## config.mk

```make
export PLATFORM = sky130hd
export DESIGN_NAME = rggen_apb_register_bridge
export DESIGN_NICKNAME = d
export VERILOG_FILES = /design/src/rtl/rggen_apb_register_bridge.sv
export SDC_FILE = /design/constraint.sdc
export NUM_CORES = 1
export LEC_CHECK = 0
export BUFFER_PORTS_ARGS = -buffer_cell sky130_fd_sc_hd__buf_2
export CORE_ASPECT_RATIO = 0.6
export CORE_MARGIN = 1.5
export CORE_UTILIZATION = 43
export DETAILED_ROUTE_END_ITERATION = 6
export GPL_ROUTABILITY_DRIVEN = 0
export PLACE_DENSITY = 0.82
export SLEW_MARGIN = 0
export SYNTH_ARGS = -nofsm -noshare
export SYNTH_HDL_FRONTEND = slang
export SYNTH_SLANG_ARGS = --single-unit
```

## constraint.sdc

```tcl
create_clock -name clk -period 1.9 [get_ports clk]
set_input_delay 0.285 -clock clk [delete_from_list [all_inputs] [get_ports clk]]
set_output_delay 0.285 -clock clk [all_outputs]
set_load 0.1 [all_outputs]
```

## src/rtl/rggen_apb_register_bridge.sv

```systemverilog
// rggen_apb_register_bridge
// APB slave that maps a small array of downstream registers onto a byte-addressed
// window starting at BASE_ADDRESS. Each transfer costs one wait state: the setup
// phase is captured, the access phase fires a one-cycle per-register strobe, and
// the following cycle returns pready with the response.
//
// Ports
//   clk, rst                        clock, synchronous active-high reset
//   i_psel/i_penable/i_pwrite       APB control
//   i_paddr, i_pwdata, i_pstrb      APB address, write data, byte strobes
//   o_pready, o_pslverr, o_prdata   APB completion, error, read data
//   o_write_access, o_read_access   per-register one-cycle access strobes
//   o_write_data, o_write_mask      shared write data and bit mask
//   i_read_data                     register i value at [i*DATA_WIDTH +: DATA_WIDTH]
//
// state   | meaning
// IDLE    | waiting for an APB setup phase
// ACCESS  | captured transfer, waiting for penable; strobe fires here
// RESPOND | pready driven with the captured response
module rggen_apb_register_bridge #(
    parameter int                         ADDRESS_WIDTH = 16,
    parameter int                         DATA_WIDTH    = 32,
    parameter int                         REGISTERS     = 4,
    parameter logic [ADDRESS_WIDTH-1:0]   BASE_ADDRESS  = 'h10
) (
    input  logic                            clk,
    input  logic                            rst,
    input  logic                            i_psel,
    input  logic                            i_penable,
    input  logic                            i_pwrite,
    input  logic [ADDRESS_WIDTH-1:0]        i_paddr,
    input  logic [DATA_WIDTH-1:0]           i_pwdata,
    input  logic [DATA_WIDTH/8-1:0]         i_pstrb,
    output logic                            o_pready,
    output logic                            o_pslverr,
    output logic [DATA_WIDTH-1:0]           o_prdata,
    output logic [REGISTERS-1:0]            o_write_access,
    output logic [REGISTERS-1:0]            o_read_access,
    output logic [DATA_WIDTH-1:0]           o_write_data,
    output logic [DATA_WIDTH-1:0]           o_write_mask,
    input  logic [REGISTERS*DATA_WIDTH-1:0] i_read_data
);

    localparam int STRB_WIDTH = DATA_WIDTH / 8;
    localparam int BYTE_LSB   = $clog2(STRB_WIDTH);
    localparam int IDX_W      = (REGISTERS > 1) ? $clog2(REGISTERS) : 1;
    localparam logic [ADDRESS_WIDTH-1:0] REG_COUNT = ADDRESS_WIDTH'(REGISTERS);

    typedef enum logic [1:0] {
        IDLE    = 2'd0,
        ACCESS  = 2'd1,
        RESPOND = 2'd2
    } state_t;

    state_t state;
    state_t state_next;

    logic                     cap_write;
    logic                     cap_hit;
    logic [IDX_W-1:0]         cap_idx;
    logic [DATA_WIDTH-1:0]    cap_wdata;
    logic [STRB_WIDTH-1:0]    cap_strb;
    logic [DATA_WIDTH-1:0]    rdata_q;

    logic [ADDRESS_WIDTH-1:0] offset;
    logic [ADDRESS_WIDTH-1:0] word;
    logic                     dec_hit;
    logic [IDX_W-1:0]         dec_idx;

    logic                     setup;
    logic                     enable;
    logic                     access_fire;
    logic                     respond;
    logic [REGISTERS-1:0]     onehot;
    logic [DATA_WIDTH-1:0]    sel_data;
    logic [DATA_WIDTH-1:0]    mask_bits;

    // An address below the base wraps to a large offset, so the explicit lower
    // bound check keeps it from aliasing onto a valid register.
    assign offset  = i_paddr - BASE_ADDRESS;
    assign word    = offset >> BYTE_LSB;
    assign dec_hit = (i_paddr >= BASE_ADDRESS) &&
                     (offset[BYTE_LSB-1:0] == '0) &&
                     (word < REG_COUNT);
    assign dec_idx = word[IDX_W-1:0];

    assign setup       = i_psel && !i_penable;
    assign enable      = i_psel && i_penable;
    // Reset gates the strobe in the same cycle, not just the next state.
    assign access_fire = !rst && (state == ACCESS) && enable;
    assign respond     = !rst && (state == RESPOND) && i_psel;

    always_comb begin
        state_next = state;
        case (state)
            IDLE: begin
                if (setup) begin
                    state_next = ACCESS;
                end
            end
            ACCESS: begin
                if (!i_psel) begin
                    state_next = IDLE;
                end else if (i_penable) begin
                    state_next = RESPOND;
                end
            end
            RESPOND: begin
                state_next = IDLE;
            end
            default: begin
                state_next = IDLE;
            end
        endcase
    end

    always_ff @(posedge clk) begin
        if (rst) begin
            state     <= IDLE;
            cap_write <= 1'b0;
            cap_hit   <= 1'b0;
            cap_idx   <= '0;
            cap_wdata <= '0;
            cap_strb  <= '0;
            rdata_q   <= '0;
        end else begin
            state <= state_next;
            if ((state == IDLE) && setup) begin
                cap_write <= i_pwrite;
                cap_hit   <= dec_hit;
                cap_idx   <= dec_idx;
                cap_wdata <= i_pwdata;
                cap_strb  <= i_pstrb;
            end
            if (access_fire && cap_hit && !cap_write) begin
                rdata_q <= sel_data;
            end
        end
    end

    always_comb begin
        onehot   = '0;
        sel_data = '0;
        for (int i = 0; i < REGISTERS; i++) begin
            if (IDX_W'(i) == cap_idx) begin
                onehot[i] = 1'b1;
                sel_data  = i_read_data[i*DATA_WIDTH +: DATA_WIDTH];
            end
        end
    end

    always_comb begin
        mask_bits = '0;
        for (int b = 0; b < DATA_WIDTH; b++) begin
            mask_bits[b] = cap_strb[b/8];
        end
    end

    assign o_write_access = (access_fire && cap_hit && cap_write)  ? onehot : '0;
    assign o_read_access  = (access_fire && cap_hit && !cap_write) ? onehot : '0;

    assign o_pready  = respond;
    assign o_pslverr = respond && !cap_hit;
    assign o_prdata  = (respond && cap_hit && !cap_write) ? rdata_q : '0;

    assign o_write_data = rst ? '0 : cap_wdata;
    assign o_write_mask = rst ? '0 : mask_bits;

endmodule

```

After elaboration in Yosys (flattened, before gate mapping)
Index checks and enable logic that the tools add are counted.

Flip-flop bits (word level): 74. Input bits: 185. Output and inout bits: 106.

Order comparisons: 2. Equal/unequal tests: 7. Multiplexer cells: 17. Add/sub/neg operators: 1. Reductions and logical operators: 23.

Operators by type and width (number): 32-bit two-way mux (7); 16-bit by 5-bit >= comparator with 1-bit output, second input constant (1); 16-bit by 5-bit subtractor with 16-bit output, second input constant (1); 1-bit logical AND (15); 14-bit by 3-bit less-than comparator with 1-bit output, second input constant (1); 4-bit two-way mux (2); 2-bit logical NOT (3); 2-bit two-way mux (3); 2-bit == test, first input constant (2); 1-bit logical NOT (4); 1-bit two-way mux (4); 2-bit one-hot mux with 2 select lines (1); 3-bit != test, second input constant (1); 1-bit by 2-bit == test with 1-bit output, first input constant (1); 2-bit by 1-bit == test with 1-bit output, second input constant (1); 2-bit == test, second input constant (1); 2-bit != test, second input constant (1); 2-bit AND reduction (1).

Longest topological paths before layout
Gate-level depths: netlist of run 1.

Depth after elaboration: 6. Mapped depth: 5.

Least setup slack after synthesis of run 1
No wires, ideal clock.

Path kind: register -> output. Start point: reg state[1]. End point: out o_write_access[0]. Arrival: 2.925 ns. Required time: 1.615 ns. Cell stages (with the launch flop): 5. Slack: -1.310 ns. Cells stage by stage: dfxtp_1 > and4bb_1 > buf_2 > nand4_1 > nor3_1.

Cells in the longest elaborated chain, start to end: 6.

Ends and longest elaborated chain: start: declaration (line 55) `state_t state;`; start signal: assignment (line 127) `state <= state_next;`; 2-bit by 1-bit == test with 1-bit output (line 90) `assign access_fire = !rst && (state == ACCESS) && enable;`; 1-bit logical AND (2 in a row) (line 90); 1-bit logical AND (2 in a row) (line 159) `assign o_write_access = (access_fire && cap_hit && cap_write) ? onehot : '0;`; 4-bit two-way mux (line 159); end: declaration (line 37) `output logic [REGISTERS-1:0] o_write_access,`.

Every way passes these cells.

Final worst setup path of run 1
Start point: reg state[0]. End point: out o_prdata[21].

Cells in the longest elaborated chain, start to end: 6.

Ends and longest elaborated chain: 2-bit == test (line 91) `assign respond = !rst && (state == RESPOND) && i_psel;`; 1-bit logical AND (2 in a row) (line 91); 1-bit logical AND (2 in a row) (line 164) `assign o_prdata = (respond && cap_hit && !cap_write) ? rdata_q : '0;`; 32-bit two-way mux (line 164); end: declaration (line 36) `output logic [DATA_WIDTH-1:0] o_prdata,`.

Every way passes these cells.

==> results_dict.tcl, run 1 <==
set metrics [dict create \
    synth_fa_ha_area_share_pct 0 \
    violations "negative setup slack" \
    ys_seq_area_share_pct 34.07 \
    rows 28 \
    netlist-cell-type-count 31 \
    grtUsageTotal_pct 29.33 \
    p_leak_uw 0.003227 \
    worst_slack_ns -0.1596 \
    post_layout_nonfiller_instances 893 \
    dpl.hpwl_um 12390 \
    clock_sinks 74 \
    cp_max_fo 6 \
    syn_inst 491 \
    muxShareOfSynthArea_pct 16.58 \
    ys_seq_elements 74 \
    ys_warn_count 0 \
    power.density_cell_area_mw_per_mm2 531.7 \
    cts_buffers 9 \
    final_common_cell "buf_2" \
    drv_cap 0 \
    final_cell_mix "195 x buf_2, 101 x buf_12, 70 x nand2_1, 69 x dfxtp_1, 39 x a21oi_1" \
    synth_top_family_by_area "simple AND/OR/NAND/NOR gates" \
    postCtsHoldBufs 0 \
    slew_headroom_pct 57.74 \
    ios 291 \
    outcome "finished with violations" \
    antenna_found_initial 1 \
    regArea_mm2 0.001493 \
    cts-root-buf "clkbuf_16" \
    die-area_mm2 0.01074 \
    cts_max_path_buffers 2 \
    path_class "flip-flop to primary output" \
    rsz0062_at_grt "true" \
    grt_max_degree 65 \
    fin_skew_ns 0.007172 \
    setup_viol 37 \
    nFillCells 597 \
    cts_tree "built" \
    io_buffers 290 \
    core_region_area_mm2 0.009844 \
    drt_drc_violations_left 0 \
    endpoint_kind "primary output" \
    start_util_pct 44.17 \
    synthSimpleGateAreaFrac_pct 30.13 \
    die_w_um 132.8 \
    synth_nets 676 \
    finalSetupTns_ns -4.522 \
    synth_compound_area_share_pct 8.460 \
    syn_area_per_cell_um2 8.855 \
    drt-initial-drc-count 272 \
    synth-xor-area-share_pct 0.2014 \
    vias_per_cell 5.195 \
    wirelength_um 16300 \
    area_delta_synth_final_pct 81.15 \
    dp.cells 866 \
    final_nets 937 \
    synth_area_mm2 0.004348 \
    cp-start-kind "flip-flop" \
    cts_htree_levels 3 \
    clk_pin_slew_ns 0.06 \
    hp-class "input port to flip-flop" \
    ant_nets 0 \
    multi_input_area_mm2 0.002665 \
    max_freq_ghz 0.4855 \
    finalMaxSlewViolations 0 \
    cp_data_arrival_time_ns 1.77 \
    worstMarginPinSlew_ns 0.6339 \
    routedWlPerCell_um 18.25 \
    vdd_drop_max_mv 0.3905 \
    period_needed_ns 2.060 \
    first_global_vias 4646 \
    crit_required_ns 1.62 \
    clk_latency_ns 0.33 \
    grt_pass1_wl_um 24250 \
    dieHeight_um 80.89 \
    drive_above_1_share_pct 59.58 \
    first_pass_iters 5 \
    fin_crit_sh_pct 108.4 \
    vias 4639 \
    finalHoldViolCount 0 \
    overflow 0 \
]
==> worst paths after layout <==
path	startpoint	to	slack, ns	depth (start not counted)
max	state[0]	o_prdata[21]	-0.16	6
min	rst	state[0]	0.18	2
max reg2reg	cap_write	rdata_q[23]	0.17	5
min reg2reg	cap_wdata[8]	cap_wdata[8]	0.45	2
==> cell type report <==
cell class                 count  area share [%]
clock inverter                 2          0.1271
timing repair buffer         321           41.38
tap                          135           2.145
inverter                       1         0.04766
multi-input combinational    345           33.84
sequential                    74           18.95
antenna                        1         0.03177
clock buffer                  14           3.479
==> kinds of logic (layout without fill, tap and decap cells) <==
family | count (synthesis) | after routing
compound gates | 72 | 72
xor+xnor | 1 | 1
buf+inv | 72 | 338
flops | 74 | 74
mux | 32 | 32
other cells | 0 | 1
simple gates | 240 | 240
==> sequential cells by signal, summed over array words and instances (netlist names) <==
name and cells:
rdata_q 32, cap_write 1, cap_idx 2, cap_hit 1, cap_strb 4, cap_wdata 32
state 2
==> synthesized netlist by cell type <==
cell type / number / area [um^2]
dfxtp_1: 74 / 1481
nand2_1: 71 / 266.5
a21oi_1: 39 / 195.2
nor2b_1: 36 / 225.2
and2_1: 34 / 212.7
nand2b_1: 34 / 212.7
mux4_2: 32 / 720.7
nand3_1: 32 / 160.2
o21ai_1: 32 / 160.2
buf_4: 30 / 225.2
clkbuf_1: 17 / 63.81
buf_2: 16 / 80.08
nand2_2: 9 / 56.30
nor2_1: 9 / 33.78
buf_6: 6 / 67.56
nand4_1: 2 / 12.51
nor3_1: 2 / 10.01
nor4_1: 2 / 12.51
nor4b_1: 2 / 17.52
and3b_1: 1 / 8.760
and4bb_1: 1 / 12.51
buf_1: 1 / 3.750
buf_8: 1 / 15.01
inv_1: 1 / 3.750
nand3b_4: 1 / 20.02
nand4bb_1: 1 / 11.26
nor3b_2: 1 / 12.51
nor4b_2: 1 / 15.01
o31ai_2: 1 / 12.51
or4b_1: 1 / 10.01
xor2_1: 1 / 8.760
==> report_power, final <==
part / switching, uW / internal (uW) / leakage, uW / total, uW
registers: 24.7 / 1590 / 0.000603 / 1610
clock network: 610 / 987 / 0.000143 / 1600
logic: 544 / 431 / 0.00248 / 976
==> metal layers <==
layer / up-vias / GRT usage (%) / share of wire (%)
li1: 2165 / - / -
met1: 2235 / 31.94 / 38
met2: 208 / 56.41 / 54
met3: 31 / 7.116 / 6.1
met4: 0 / 10.88 / 2.4
met5: - / 0 / 0
==> critical path, cell delays in order (launching register included) <==
cell	delay (ns)
dfxtp_4	0.35
nand4bb_4	0.21
nor3b_4	0.20
buf_6	0.19
clkbuf_16	0.17
and2_4	0.15
buf_12	0.17
==> metrics by stage <==
stage,hold WS [ns],total power (uW),worst slack [ns],utilization (%),instance area (um^2)
2_1_floorplan,0.3623,2242,-0.4436,-,4551
3_3_place_gp,0.4384,2575,0.06415,74.76,7360
3_5_place_dp,0.4428,2611,0.03951,74.76,7360
4_1_cts,0.1678,4215,-0.1551,79.32,7809
5_1_grt,0.1669,4342,-0.2064,80.01,7876
6_report,0.1762,4188,-0.1596,80.01,7876
==> repair_timing <==
action / in CTS / in global routing
pin swaps: 10 / 11
setup endpoints to repair: 40 / 40
buffers inserted: 5 / 1
resized for setup: 41 / 6
cloned: 2 / 2
Power figures use the tool's default switching activity.
==> run 2, diff against run 1 <==
--- a/config.mk
+++ b/config.mk
@@ -11,7 +11,7 @@
 export CORE_UTILIZATION = 43
 export DETAILED_ROUTE_END_ITERATION = 6
 export GPL_ROUTABILITY_DRIVEN = 0
-export PLACE_DENSITY = 0.82
+export PLACE_DENSITY = 0.8
 export SLEW_MARGIN = 0
 export SYNTH_ARGS = -nofsm -noshare
 export SYNTH_HDL_FRONTEND = slang
==> run 2 against run 1 <==
The flow still finishes with violations (negative setup slack). Critical path depth unchanged. Critical path type unchanged. Final cell count down 0.45%. Non-clock buffer count down 3. Clock-buffer cell count down 3. Combinational power up 0.5%. Largest power group is now clock. Register-to-register slack worse by 0.03 ns.
==> results_dict.tcl, run 2 (synthesis gave the netlist of run 1 again) <==
set metrics [dict create \
    outcome "finished with violations" \
    violations "negative setup slack" \
    use_met3_pct 7.054 \
    nFillCells 578 \
    first_pass_iters 4 \
    fin_skew_ns 0.007239 \
    drt_drc_violations_left 0 \
    wirelength_um 15400 \
    cts-root-buf "clkbuf_16" \
    finalMaxSlewViolations 0 \
    regArea_mm2 0.001489 \
    antenna_found_initial 0 \
    grt_pass1_wl_um 23410 \
    intPower_uw 3041 \
    routedWlPerCell_um 17.33 \
    io_buffers 290 \
    final_nets 934 \
    cts_htree_levels 3 \
    ant_nets 0 \
    fin_crit_sh_pct 106.8 \
    cp-startpoint "state[0]" \
    worst_slack_ns -0.1300 \
    cts_buffers 9 \
    use_met1_pct 30.78 \
    first_global_vias 4607 \
    postCtsHoldBufs 0 \
    start_util_pct 44.17 \
    grt_use_met2_pct 54.17 \
    dpl.hpwl_um 12080 \
    fin_util_pct 79.61 \
    drive_above_1_share_pct 59.42 \
    vias_per_cell 5.169 \
    finalHoldViolCount 0 \
    crit_required_ns 1.62 \
    p_switching_uw 1195 \
    ff2ff_path_depth 6 \
    final_cell_mix "191 x buf_2, 106 x buf_12, 70 x nand2_1, 70 x dfxtp_1, 39 x a21oi_1" \
    rows 28 \
    clock_sinks 74 \
    final_common_cell "buf_2" \
    ios 291 \
    rsz0062_at_grt "true" \
    cp_data_arrival_time_ns 1.75 \
    worstMarginPinSlew_ns 0.5078 \
    cp-start-kind "flip-flop" \
    dieHeight_um 80.89 \
    vias 4595 \
    power.density_cell_area_mw_per_mm2 540.5 \
    area_delta_synth_final_pct 80.26 \
    core_region_area_mm2 0.009844 \
    clk_pin_slew_ns 0.06 \
    pwr-share-clk_pct 38.7 \
    drt-initial-drc-count 306 \
    swShare_pct 28.21 \
    grt.busiest_layer "met2" \
    hp-class "input port to flip-flop" \
    hp-start "rst" \
    pwr-share-comb_pct 23.2 \
    die_w_um 132.8 \
    reg_top3 "cap_wdata: 32 flops, rdata_q: 32 flops, cap_strb: 4 flops" \
    multi_input_area_mm2 0.002629 \
    path_class "flip-flop to primary output" \
    clk_latency_ns 0.33 \
    endpoint_kind "primary output" \
    grtUsageTotal_pct 28.07 \
    p_seq_share_pct 38.2 \
    overflow 0 \
    max_freq_ghz 0.4926 \
    slew_headroom_pct 66.38 \
    cts_tree "built" \
    reg2reg_from "state[1]" \
    die-area_mm2 0.01074 \
    grt_max_degree 109 \
    period_needed_ns 2.030 \
    cts_max_path_buffers 2 \
    hold_depth 2 \
    power_uw 4237 \
    finalSetupTns_ns -4.091 \
    drv_cap 0 \
    cp_max_fo 13 \
    setup_viol 39 \
    p_leak_uw 0.003190 \
    vdd_drop_max_mv 0.4746 \
    antennaDiodeCount 0 \
]
## run 2: changes by cell type in the layout (fill, tap and decap cells not counted), moves of 2 or more
cell	delta
buf_12	+5
buf_2	-4
clkinvlp_4	+2
and2_4	-30
clkbuf_16	-2
clkbuf_8	-3
buf_4	+2
and2_2	+30
buf_6	-4
## run 2: worst paths after layout
| kind | endpoint | slack [ns] |
|---|---|---|
| max | o_prdata[14] | -0.13 |
| max reg2reg | rdata_q[5] | 0.14 |
| min | cap_write | 0.19 |
| min reg2reg | cap_wdata[5] | 0.45 |
## run 2: per-layer routing
layer,part of all wire (%),up-vias
li1,-,2156
met1,37,2186
met2,55,222
met3,6.1,31
met4,2.2,0
met5,0,-
## run 2: critical path: stages (launching register included)
cell and delay [ns]:
dfxtp_2 0.35, nand4bb_4 0.22, nor3b_4 0.21, buf_4 0.16, buf_12 0.13, and2_2 0.18, buf_12 0.17
## run 2: layout make-up
cell class	instances	share of cell area, %
Sequential cell	74	19.00
Inverter	1	0.04789
Clock buffer	11	2.969
Tap cell	135	2.155
Multi-Input combinational cell	345	33.54
Clock inverter	5	0.7024
Timing Repair Buffer	318	41.59
## run 2: per-stage QoR
| stage | hold WS, ns | worst slack (ns) | cell area, um^2 | instances |
|---|---|---|---|---|
| after floorplan | 0.3623 | -0.4436 | 4551 | 491 |
| after detailed placement | 0.4448 | 0.04577 | 7440 | 867 |
| after CTS | 0.1741 | -0.1431 | 7825 | 889 |
| after global placement | 0.4375 | 0.08066 | 7440 | 867 |
| after global routing | 0.1802 | -0.2011 | 7838 | 889 |
| final | 0.1874 | -0.1300 | 7838 | 889 |
## run 2: power by group through the flow
stage	registers (uW)	logic, uW	clock network, uW
6_report	1620	981	1640
5_1_grt	1620	1030	1730
4_1_cts	1620	984	1660
3_5_place_dp	1650	978	0
3_3_place_gp	1650	946	0
2_1_floorplan	1640	603	0
## run 2: what timing repair did
action                     4_1_cts  5_1_grt
pin swaps                        5        2
resized for setup                9        3
cloned                           1        0
setup buffers                    5        0
setup endpoints to repair       40       40
==> run 3, diff against run 2 <==
--- a/config.mk
+++ b/config.mk
@@ -6,12 +6,14 @@
 export NUM_CORES = 1
 export LEC_CHECK = 0
 export BUFFER_PORTS_ARGS = -buffer_cell sky130_fd_sc_hd__buf_2
+export CELL_PAD_IN_SITES_DETAIL_PLACEMENT = 2
+export CELL_PAD_IN_SITES_GLOBAL_PLACEMENT = 2
 export CORE_ASPECT_RATIO = 0.6
 export CORE_MARGIN = 1.5
-export CORE_UTILIZATION = 43
+export CORE_UTILIZATION = 22
 export DETAILED_ROUTE_END_ITERATION = 6
 export GPL_ROUTABILITY_DRIVEN = 0
-export PLACE_DENSITY = 0.8
+export PLACE_DENSITY = 0.78
 export SLEW_MARGIN = 0
 export SYNTH_ARGS = -nofsm -noshare
 export SYNTH_HDL_FRONTEND = slang
==> run 3 against run 2 <==
The flow still finishes with violations (negative setup slack). Wire length rose by 28%. Critical path depth did not move. Via count rose by 0.76%. Final cell count rose by 15%. Clock skew barely moved. Largest power group unchanged.
==> results_dict.tcl, run 3 (synthesis gave the netlist of run 1 again) <==
set metrics [dict create \
    antennaDiodeCount 0 \
    slew_headroom_pct 65.72 \
    finalSetupTns_ns -4.113 \
    clk_pin_slew_ns 0.06 \
    fin_skew_ns 0.006822 \
    finalHoldViolCount 0 \
    first_pass_iters 4 \
    die-area_mm2 0.02064 \
    max_freq_ghz 0.4878 \
    worstMarginPinSlew_ns 0.5177 \
    rsz0062_at_grt "true" \
    power.density_cell_area_mw_per_mm2 559.0 \
    cts-root-buf "clkbuf_16" \
    grtUsageTotal_pct 19.18 \
    dp_worst_setup_slack_ns 0.01848 \
    finalMaxSlewViolations 0 \
    intPower_uw 3227 \
    grt_pass1_wl_um 30060 \
    fin_area_mm2 0.008068 \
    violations "negative setup slack" \
    fin_crit_sh_pct 107.9 \
    crit_required_ns 1.62 \
    period_needed_ns 2.050 \
    drive_above_1_share_pct 59.63 \
    cts_htree_levels 3 \
    io_buffers 290 \
    cp_data_arrival_time_ns 1.76 \
    cts_tree "built" \
    start_util_pct 22.67 \
    pwr-share-clk_pct 42.2 \
    endpoint_kind "primary output" \
    ant_nets 0 \
    vias 4630 \
    cts_max_path_buffers 2 \
    ios 291 \
    routedWlPerCell_um 19.37 \
    rrSetupSlack_ns 0.15 \
    final_cell_mix "194 x buf_2, 106 x buf_12, 70 x nand2_1, 69 x dfxtp_1, 39 x a21oi_1" \
    vias_per_cell 4.544 \
    hp-class "input port to flip-flop" \
    drt-initial-drc-count 137 \
    rows 39 \
    cp-start-kind "flip-flop" \
    overflow 0 \
    vdd_drop_max_mv 0.3762 \
    p_switching_uw 1283 \
    clk_latency_ns 0.34 \
    pwr-share-comb_pct 22.0 \
    dp.cells 996 \
    dieHeight_um 111.9 \
    place_area_mm2 0.007581 \
    path_class "flip-flop to primary output" \
    die_w_um 184.5 \
    dpl.hpwl_um 15440 \
    antenna_found_initial 0 \
    wirelength_um 19740 \
    final_common_cell "buf_2" \
    cp_max_fo 8 \
    reg_top3 "cap_wdata: 32 flops, rdata_q: 32 flops, cap_strb: 4 flops" \
    first_global_vias 5321 \
    grt_max_degree 83 \
    drv_cap 0 \
    drt_drc_violations_left 0 \
    post_layout_nonfiller_instances 1019 \
    setup_viol 36 \
    worst_slack_ns -0.1499 \
    area_delta_synth_final_pct 85.55 \
    outcome "finished with violations" \
    p_leak_uw 0.003221 \
    p_seq_share_pct 35.8 \
    final_nets 933 \
    core_region_area_mm2 0.01918 \
    cts_buffers 9 \
    swShare_pct 28.45 \
    postCtsHoldBufs 0 \
    clock_sinks 74 \
]
run 3: critical path, cell delays in order, from the launching register on:
cell and delay, ns:
dfxtp_4 0.35, nand4bb_4 0.21, nor3b_4 0.23, buf_6 0.15, clkbuf_16 0.16, and2_4 0.16, buf_12 0.17
run 3: layer usage:
layer | vias up | wire, um | global-route usage (%) | part of all wire [%]
li1 | 2154 | - | - | -
met1 | 2277 | 8318 | 22.76 | 42
met2 | 181 | 9794 | 34.24 | 50
met3 | 18 | 1320 | 4.972 | 6.7
met4 | 0 | 301 | 4.973 | 1.5
met5 | - | 0 | 0 | 0
run 3: path summary, 6_finish.rpt:
path / startpoint / to / cells past startpoint
max: state[0] / o_prdata[19] / 6
min: i_pwdata[18] / cap_wdata[18] / 3
max reg2reg: state[0] / cap_wdata[5] / 5
min reg2reg: cap_wdata[7] / cap_wdata[7] / 2
run 3: power groups by stage:
stage	Combinational (uW)	Clock, uW	Sequential (uW)
floorplan	603	0	1640
global placement	966	0	1650
finish	990	1900	1620
CTS	1000	1970	1620
detailed placement	996	0	1660
global route	1050	2050	1620
run 3: cell type report:
class / instances / area, um^2
fill: 2064 / 11110
timing repair buffer: 317 / 3253
multi-input combinational: 345 / 2655
sequential: 74 / 1495
tap: 266 / 332.8
clock buffer: 11 / 242.7
clock inverter: 5 / 85.08
inverter: 1 / 3.754
run 3: per-stage QoR:
step,util (%),total power (uW),hold WS [ns]
floorplan,-,2242,0.3623
global placement,39.53,2617,0.4392
detailed placement,39.53,2651,0.4459
CTS,41.78,4590,0.1683
global route,42.07,4726,0.1789
finish,42.07,4510,0.1875
run 3: timing repair:
action,in CTS,in global routing
gates cloned,1,1
pin swaps,4,12
gates resized for setup,24,12
setup buffers,3,3
endpoints found under the setup margin,40,38
